### src/rtl/al_clk_pkg.sv
// Shared types and constants for the alarm-clock key-entry controller.
package al_clk_pkg;

    localparam int unsigned KEY_W     = 4;
    localparam int unsigned TIMEOUT_W = 4;
    localparam logic [KEY_W-1:0] NOKEY = 4'd10;

    typedef enum logic [2:0] {
        SHOW_TIME,
        KEY_STORED,
        KEY_WAITED,
        KEY_ENTRY,
        SHOW_ALARM
    } state_t;

    function automatic logic is_digit(input logic [KEY_W-1:0] k);
        return (k <= 4'd9);
    endfunction

endpackage

### src/rtl/al_clk_timeout.sv
// Saturating seconds counter that aborts key entry after TIMEOUT_SECS idle strobes.
module al_clk_timeout
    import al_clk_pkg::*;
#(
    parameter int unsigned TIMEOUT_SECS = 10
) (
    input  logic clk,
    input  logic reset,
    input  logic clear,
    input  logic tick,
    input  logic en,
    output logic expired
);

    localparam logic [TIMEOUT_W-1:0] LAST = TIMEOUT_W'(TIMEOUT_SECS - 1);

    logic [TIMEOUT_W-1:0] count;

    always_ff @(posedge clk or negedge reset) begin
        if (!reset) begin
            count <= '0;
        end else if (clear) begin
            count <= '0;
        end else if (en && tick && (count != '1)) begin
            count <= count + 1'b1;
        end
    end

    assign expired = en && tick && (count == LAST);

endmodule

### src/rtl/al_clk_controller.sv
// Key-entry / alarm-display controller for the alarm clock.
module al_clk_controller
    import al_clk_pkg::*;
#(
    parameter int unsigned TIMEOUT_SECS = 10
) (
    input  logic             clk,
    input  logic             reset,
    input  logic             one_second,
    input  logic [KEY_W-1:0] key,
    input  logic             alarm_button,
    input  logic             time_button,
    output logic             shift,
    output logic             show_new_time,
    output logic             show_a,
    output logic             load_new_a,
    output logic             load_new_c
);

    state_t state, next_state;
    logic   digit, no_key;
    logic   to_clear, to_en, expired;
    logic   load_a_d, load_c_d;

    assign digit  = is_digit(key);
    assign no_key = (key >= NOKEY);

    al_clk_timeout #(.TIMEOUT_SECS(TIMEOUT_SECS)) u_timeout (
        .clk     (clk),
        .reset   (reset),
        .clear   (to_clear),
        .tick    (one_second),
        .en      (to_en),
        .expired (expired)
    );

    always_ff @(posedge clk or negedge reset) begin
        if (!reset) begin
            state      <= SHOW_TIME;
            load_new_a <= 1'b0;
            load_new_c <= 1'b0;
        end else begin
            state      <= next_state;
            load_new_a <= load_a_d;
            load_new_c <= load_c_d;
        end
    end

    always_comb begin
        next_state = state;
        load_a_d   = 1'b0;
        load_c_d   = 1'b0;
        unique case (state)
            SHOW_TIME: begin
                if (alarm_button)  next_state = SHOW_ALARM;
                else if (digit)    next_state = KEY_STORED;
            end
            KEY_STORED: next_state = KEY_WAITED;
            KEY_WAITED: begin
                if (no_key)        next_state = KEY_ENTRY;
                else if (expired)  next_state = SHOW_TIME;
            end
            KEY_ENTRY: begin
                if (alarm_button) begin
                    next_state = SHOW_TIME;
                    load_a_d   = 1'b1;
                end else if (time_button) begin
                    next_state = SHOW_TIME;
                    load_c_d   = 1'b1;
                end else if (digit) begin
                    next_state = KEY_STORED;
                end else if (expired) begin
                    next_state = SHOW_TIME;
                end
            end
            SHOW_ALARM: begin
                if (!alarm_button) next_state = SHOW_TIME;
            end
            default: next_state = SHOW_TIME;
        endcase
    end

    // Clearing on the next-state decode covers both "entering KEY_STORED" and
    // "reaching SHOW_TIME"; a digit coincident with a strobe therefore clears.
    assign to_clear = (next_state == KEY_STORED) || (next_state == SHOW_TIME);
    assign to_en    = (state == KEY_WAITED) || (state == KEY_ENTRY);

    assign shift         = (state == KEY_STORED);
    assign show_new_time = (state == KEY_STORED) || (state == KEY_WAITED) || (state == KEY_ENTRY);
    assign show_a        = (state == SHOW_ALARM);

endmodule
### config.mk
export PLATFORM = sky130hd
export DESIGN_NAME = al_clk_controller
export DESIGN_NICKNAME = d
export VERILOG_FILES = /design/src/rtl/al_clk_pkg.sv /design/src/rtl/al_clk_timeout.sv /design/src/rtl/al_clk_controller.sv
export SDC_FILE = /design/constraint.sdc
export NUM_CORES = 1
export LEC_CHECK = 0
export BUFFER_PORTS_ARGS = -buffer_cell sky130_fd_sc_hd__buf_2
export CORE_ASPECT_RATIO = 1.1
export CORE_MARGIN = 2
export CORE_UTILIZATION = 35
export DETAILED_ROUTE_END_ITERATION = 8
export HOLD_SLACK_MARGIN = 0.02
export PLACE_DENSITY_LB_ADDON = 0.12
export SYNTH_ARGS = -nofsm -noshare
export SYNTH_HDL_FRONTEND = slang
export SYNTH_SLANG_ARGS = --single-unit
### constraint.sdc
create_clock -name clk -period 1.65 [get_ports clk]
set_input_delay 0.4125 -clock clk [delete_from_list [all_inputs] [get_ports clk]]
set_output_delay 0.4125 -clock clk [all_outputs]
set_load 0.01 [all_outputs]
==> Yosys cells after proc, flatten, opt, wreduce, memory -nomap -nowiden <==
Index checks and enable logic that the tools add are counted.
{ "word_totals": {"register_bits": 9, "latchBits": 0, "ram_bits": 0, "rom_bits": 0, "input_bits": 9, "memories": 0} }
{ "classes": {"add_sub_neg": 1, "mul": 0, "div_mod_pow": 0, "n_lt_le_gt_ge": 2, "eq_ne": 7, "n_shift": 0, "mux": 16, "n_bitwise": 0, "n_reduce_logical": 10} }
{ "ops": {"columns": ["operator", "count"], "rows": [
  ["$mux 3", 8],
  ["$pmux 3 s5", 1],
  ["$mux 4", 2],
  ["$eq 3x1->1 const B", 2],
  ["$eq 3x2->1 const B", 2],
  ["$logic_not 3->1", 2],
  ["$mux 1", 5],
  ["$add 4x1->4 const B", 1],
  ["$eq 4x4->1 const B", 1],
  ["$ge 4x4->1 const B", 1],
  ["$le 4x4->1 const B", 1],
  ["$logic_or 1x1->1", 4],
  ["$ne 4x4->1 const B", 1],
  ["$eq 3x3->1 const B", 1],
  ["$logic_and 1x1->1", 3],
  ["$reduce_bool 2->1", 1]
]} }

==> Logic depth before layout (Yosys ltp) <==
{ "logic_depth": {"word_depth": 12, "depth_mapped": 5, "ltp_nobuf": 5} }

==> By module <==
A second synthesis with hierarchy kept.
{ "unflattened": {"hier_cells": 54, "hier_area_um2": 523.0} }
{ "by_module_without_submodules": {"columns": ["mod", "instances", "cells_each", "area_each_um2", "seq_area_each_um2"], "rows": [
  ["al_clk_controller", 1, 29, 280.3, 125.1],
  ["al_clk_timeout", 1, 25, 242.7, 100.1]
]} }

==> Least setup slack after synthesis <==
No wires, ideal clock.
{ "synth_timing": {"kind": "register to register", "startpoint": "register u_timeout.count[0]", "endpoint": "register u_timeout.count[0]", "setup_time_ps": 86, "arrival_time_ps": 1274, "required_time_ps": 1564, "setup_slack_ps": 290, "stages_incl_launch_ff": 5, "n_path_buf": 0, "cell_sequence": "dfrtp_1 > ha_1 > and3_1 > or3_1 > a32oi_1"} }
{ "synth_via": {"elab_chain_len": 10} }
{ "synth_rtl": {"columns": ["item", "line", "text"], "rows": [
  ["from (decl)", "al_clk_timeout.sv:17", "logic [TIMEOUT_W-1:0] count;"],
  ["from (signal assigned)", "al_clk_timeout.sv:25", "count <= count + 1'b1;"],
  ["$eq 4x4->1", "al_clk_timeout.sv:29", "assign expired = en && tick && (count == LAST);"],
  ["$logic_and 1x1->1", "al_clk_timeout.sv:29", null],
  ["$mux 3", "al_clk_controller.sv:61, al_clk_controller.sv:72", null],
  ["$mux 3", "al_clk_controller.sv:70", "end else if (digit) begin"],
  ["$mux 3", "al_clk_controller.sv:67", "end else if (time_button) begin"],
  ["$mux 3", "al_clk_controller.sv:64", "if (alarm_button) begin"],
  ["$pmux 3 s5", "al_clk_controller.sv:53", "unique case (state)"],
  ["$eq 3x1->1 / $logic_not 3->1 (equally long branches)", "al_clk_controller.sv:85", "assign to_clear = (next_state == KEY_STORED) || (next_state == SHOW_TIME);"],
  ["$logic_or 1x1->1", "al_clk_controller.sv:85", null],
  ["$mux 4 / $reduce_bool 2->1 (equally long branches)", null, null]
]} }
Parallel ways exist; a longest one is shown, timed or not. The select of a mux whose other input is x is not followed.
A chain may end at the register's enable or synchronous reset.

==> Final worst setup path <==
{ "layout_timing": {"startpoint": "register state[0]", "endpoint": "output show_a"} }
{ "layout_via": {"elab_chain_len": 1} }
{ "layout_rtl": {"columns": ["item", "line", "text"], "rows": [
  ["from (decl)", "al_clk_controller.sv:20", "state_t state, next_state;"],
  ["from (signal assigned)", "al_clk_controller.sv:43", "state <= next_state;"],
  ["$eq 3x3->1", "al_clk_controller.sv:90", "assign show_a = (state == SHOW_ALARM);"],
  ["to (decl)", "al_clk_controller.sv:15", "output logic show_a,"]
]} }
Every way passes these cells.

==> metrics.md <==
| Metric | Value |
|---|---|
| Outcome | finished, final reports clean |
| Clk root buf | clkbuf_4 |
| Worst skew pair latency | 0.26 ns |
| Sink Count | 9 |
| Post-placement cell area | 639.4 µm² |
| Final nets | 84 |
| Period utilization | 93.64% |
| Ys async rst share | 100.0% |
| Final TNS setup | 0 ns |
| PD cells | 1254 nW/µm² |
| Critical path peak fanout | 7 |
| GRT overflow | 0 |
| Total Wirelength | 1.229 mm |
| Slew Limit Fails | 0 |
| Final ANT Viol Nets | 0 |
| Post-synth top area cell | dfrtp_1 |
| Vias per inst | 5.629 |
| Startpoint Class | flip-flop |
| Ys Warns | 0 |
| Layout cells sized above 1 | 31.94% |
| Port Buffers | 12 |
| Met1 wire length | 575 µm |
| Final Critical Period | 1.545 ns |
| Rel. slew slack | 82.52% |
| Critical Path AT | 1.13 ns |
| FILL cells | 172 |
| Number of synthesized flops with an enable pin | 0 |
| GR Util All Layers | 14.88% |
| Placement row count | 15 |
| Clock Path Buffers | 2 |
| Met3 Routed Length | 34 µm |
| Design Power | 0.0008506 W |
| Crit path required time | 1.24 ns |
| Total CTS buffers | 3 |
| Synth area leaders | dfrtp_1 (40%), a32oi_1 (6.2%), ha_1 (4.5%), or3_1 (4.5%), o31ai_1 (4.0%) |
| Core area | 1539 µm² |
| Critical path endpoint category | output pin |
| Routed len/inst | 13.81 µm |
| Lkg Pwr | 0.3178 nW |
| Netlist Area Pre-Place | 561.8 µm² |
| Sequential-to-total area share from yosys stat | 40.09% |
| Clock-pin slew on the worst setup and hold paths | 0.06 ns |
| Measured slew at the worst slew-check pin | 0.2608 ns |
| CTS tree | built |
| DR iter-0 viols | 5 |
| Starting Density | 36.50% |
| Die Span X | 42.20 µm |
| Global-route wire length before repair | 2.076 mm |
| Area share of the largest cell type after synthesis | 40.09% |
| Post-synth top cells | dfrtp_1 (9), nor2_1 (5), a32oi_1 (4), or3_1 (4) |
| Clock Skew | 0.006698 ns |
| DRT Pass-1 Iters | 4 |
| Worst reg2reg path depth | 4 |
| Most frequent cell after synthesis | dfrtp_1 |
| Setup Viol. Count Final | 0 |
| Die ar. | 1942 µm² |
| MaxCap Viol Count | 0 |
| Chip height | 46.02 µm |
| Met2 wire length | 599 µm |
| Fin. Hold Viols | 0 |
| Syn Inst Count | 55 |
| Top sig layer | met4 |
| Ports | 14 |
| Area delta synth->final | 20.71% |
| Seq cells post-synth | 9 |
| RSZ-0062 raised after global routing | false |
| Hold path cells | 2 |
| Netlist cell types | 29 |
| Post-CTS Setup Inserts | 0 |
| Syn Area/Cell | 10.21 µm² |
| Syn nets | 66 |
| Critical path class | flip-flop to output pin |
| Total number of vias | 501 |
| Largest net degree at the start of global routing | 10 |
| Gpl congestion | 0.7270 |
| Post-route cell area | 678.2 µm² |
| Fmax | 647.2 MHz |
| Ant. Diodes | 0 |
| Hpwl dp | 893.4 µm |
| Peak VDD IR | 603.3 µV |
| DRC Markers | 0 |
| Worst hold-check slack | 0.4299 ns |
| Vias in the first global route | 489 |
| Initial antenna violation count | 0 |
| HP Class | primary input to flip-flop |
| Top FF cell, synth | dfrtp_1 |
| H-Tree Depth | 1 |
sequential cells by signal, summed over array words and instances, names as in the netlist:
signal           count
load_new_a           1
load_new_c           1
state                3
u_timeout.count      4
worst max-delay path, cell delays in order, from the launching register on:
cell and delay (ns):
dfrtp_1 0.46, nor2_2 0.16, and2_2 0.14, buf_2 0.12
repair_timing:
| item | in CTS | in global routing |
|---|---|---|
| hold endpoints to repair | 9 | 0 |
| setup endpoints to repair | 0 | 1 |
| gates resized for setup | 0 | 1 |
| hold buffers | 1 | 0 |
through the flow:
| step | setup slack [ns] | instances | utilization [%] |
|---|---|---|---|
| after detailed placement | 0.1965 | 84 | 41.54 |
| after global routing | 0.004179 | 89 | 44.07 |
| after global placement | 0.1842 | 84 | 41.54 |
| final | 0.1049 | 89 | 44.07 |
| after CTS | 0.07041 | 89 | 43.90 |
| after floorplan | 0.2902 | 55 | - |
per-layer routing:
metal	global-route usage [%]	vias to the layer above
met1	17.03	244
met5	0	-
li1	-	247
met2	25.23	8
met4	9.375	0
met3	3.571	2
where the power goes:
group	switching, W	total, W	internal (W)
registers	0.0000763	0.000341	0.000265
clock network	0.0000776	0.000171	0.0000932
logic	0.000174	0.000339	0.000164
total	0.000328	0.000851	0.000522
cell families after synthesis:
family | count (synthesis) | share of synthesized area (%)
AOI/OAI and AO/OA | 17 | 23.38
adders and majority gates | 2 | 4.454
buffers and inverters | 4 | 4.009
DFF | 9 | 40.09
muxes | 1 | 1.782
and+or+nand+nor | 22 | 26.28
worst paths after layout:
path	start	slack (ns)	end
worst max-delay path	state[0]	0.10	show_a
worst min-delay path	alarm_button	0.43	state[2]
worst max register to register	u_timeout.count[0]	0.19	u_timeout.count[1]
worst min register to register	state[2]	0.58	state[1]
max in group asynchronous	reset	0.93	u_timeout.count[0]
min in group asynchronous	reset	0.53	u_timeout.count[3]
cell type report:
class                           instances  area (µm²)  area share, %
Inverter                                3       11.26          1.661
Tap cell                               17       21.27          3.137
Multi-Input combinational cell         42       316.6          46.68
Sequential cell                         9       225.2          33.21
Timing Repair Buffer                   14       77.57          11.44
Clock buffer                            4       26.28          3.875
layout by cell type, fill, tap and decap left out, types with 2 or more instances in the layout:
cell type   n
buf_2      12
dfrtp_1     9
nor2_1      4
or3_1       4
a32oi_1     4
inv_1       3
o21ai_0     3
o31ai_1     3
clkbuf_4    3
and3_1      2
ha_1        2
Power figures use the tool's default switching activity.
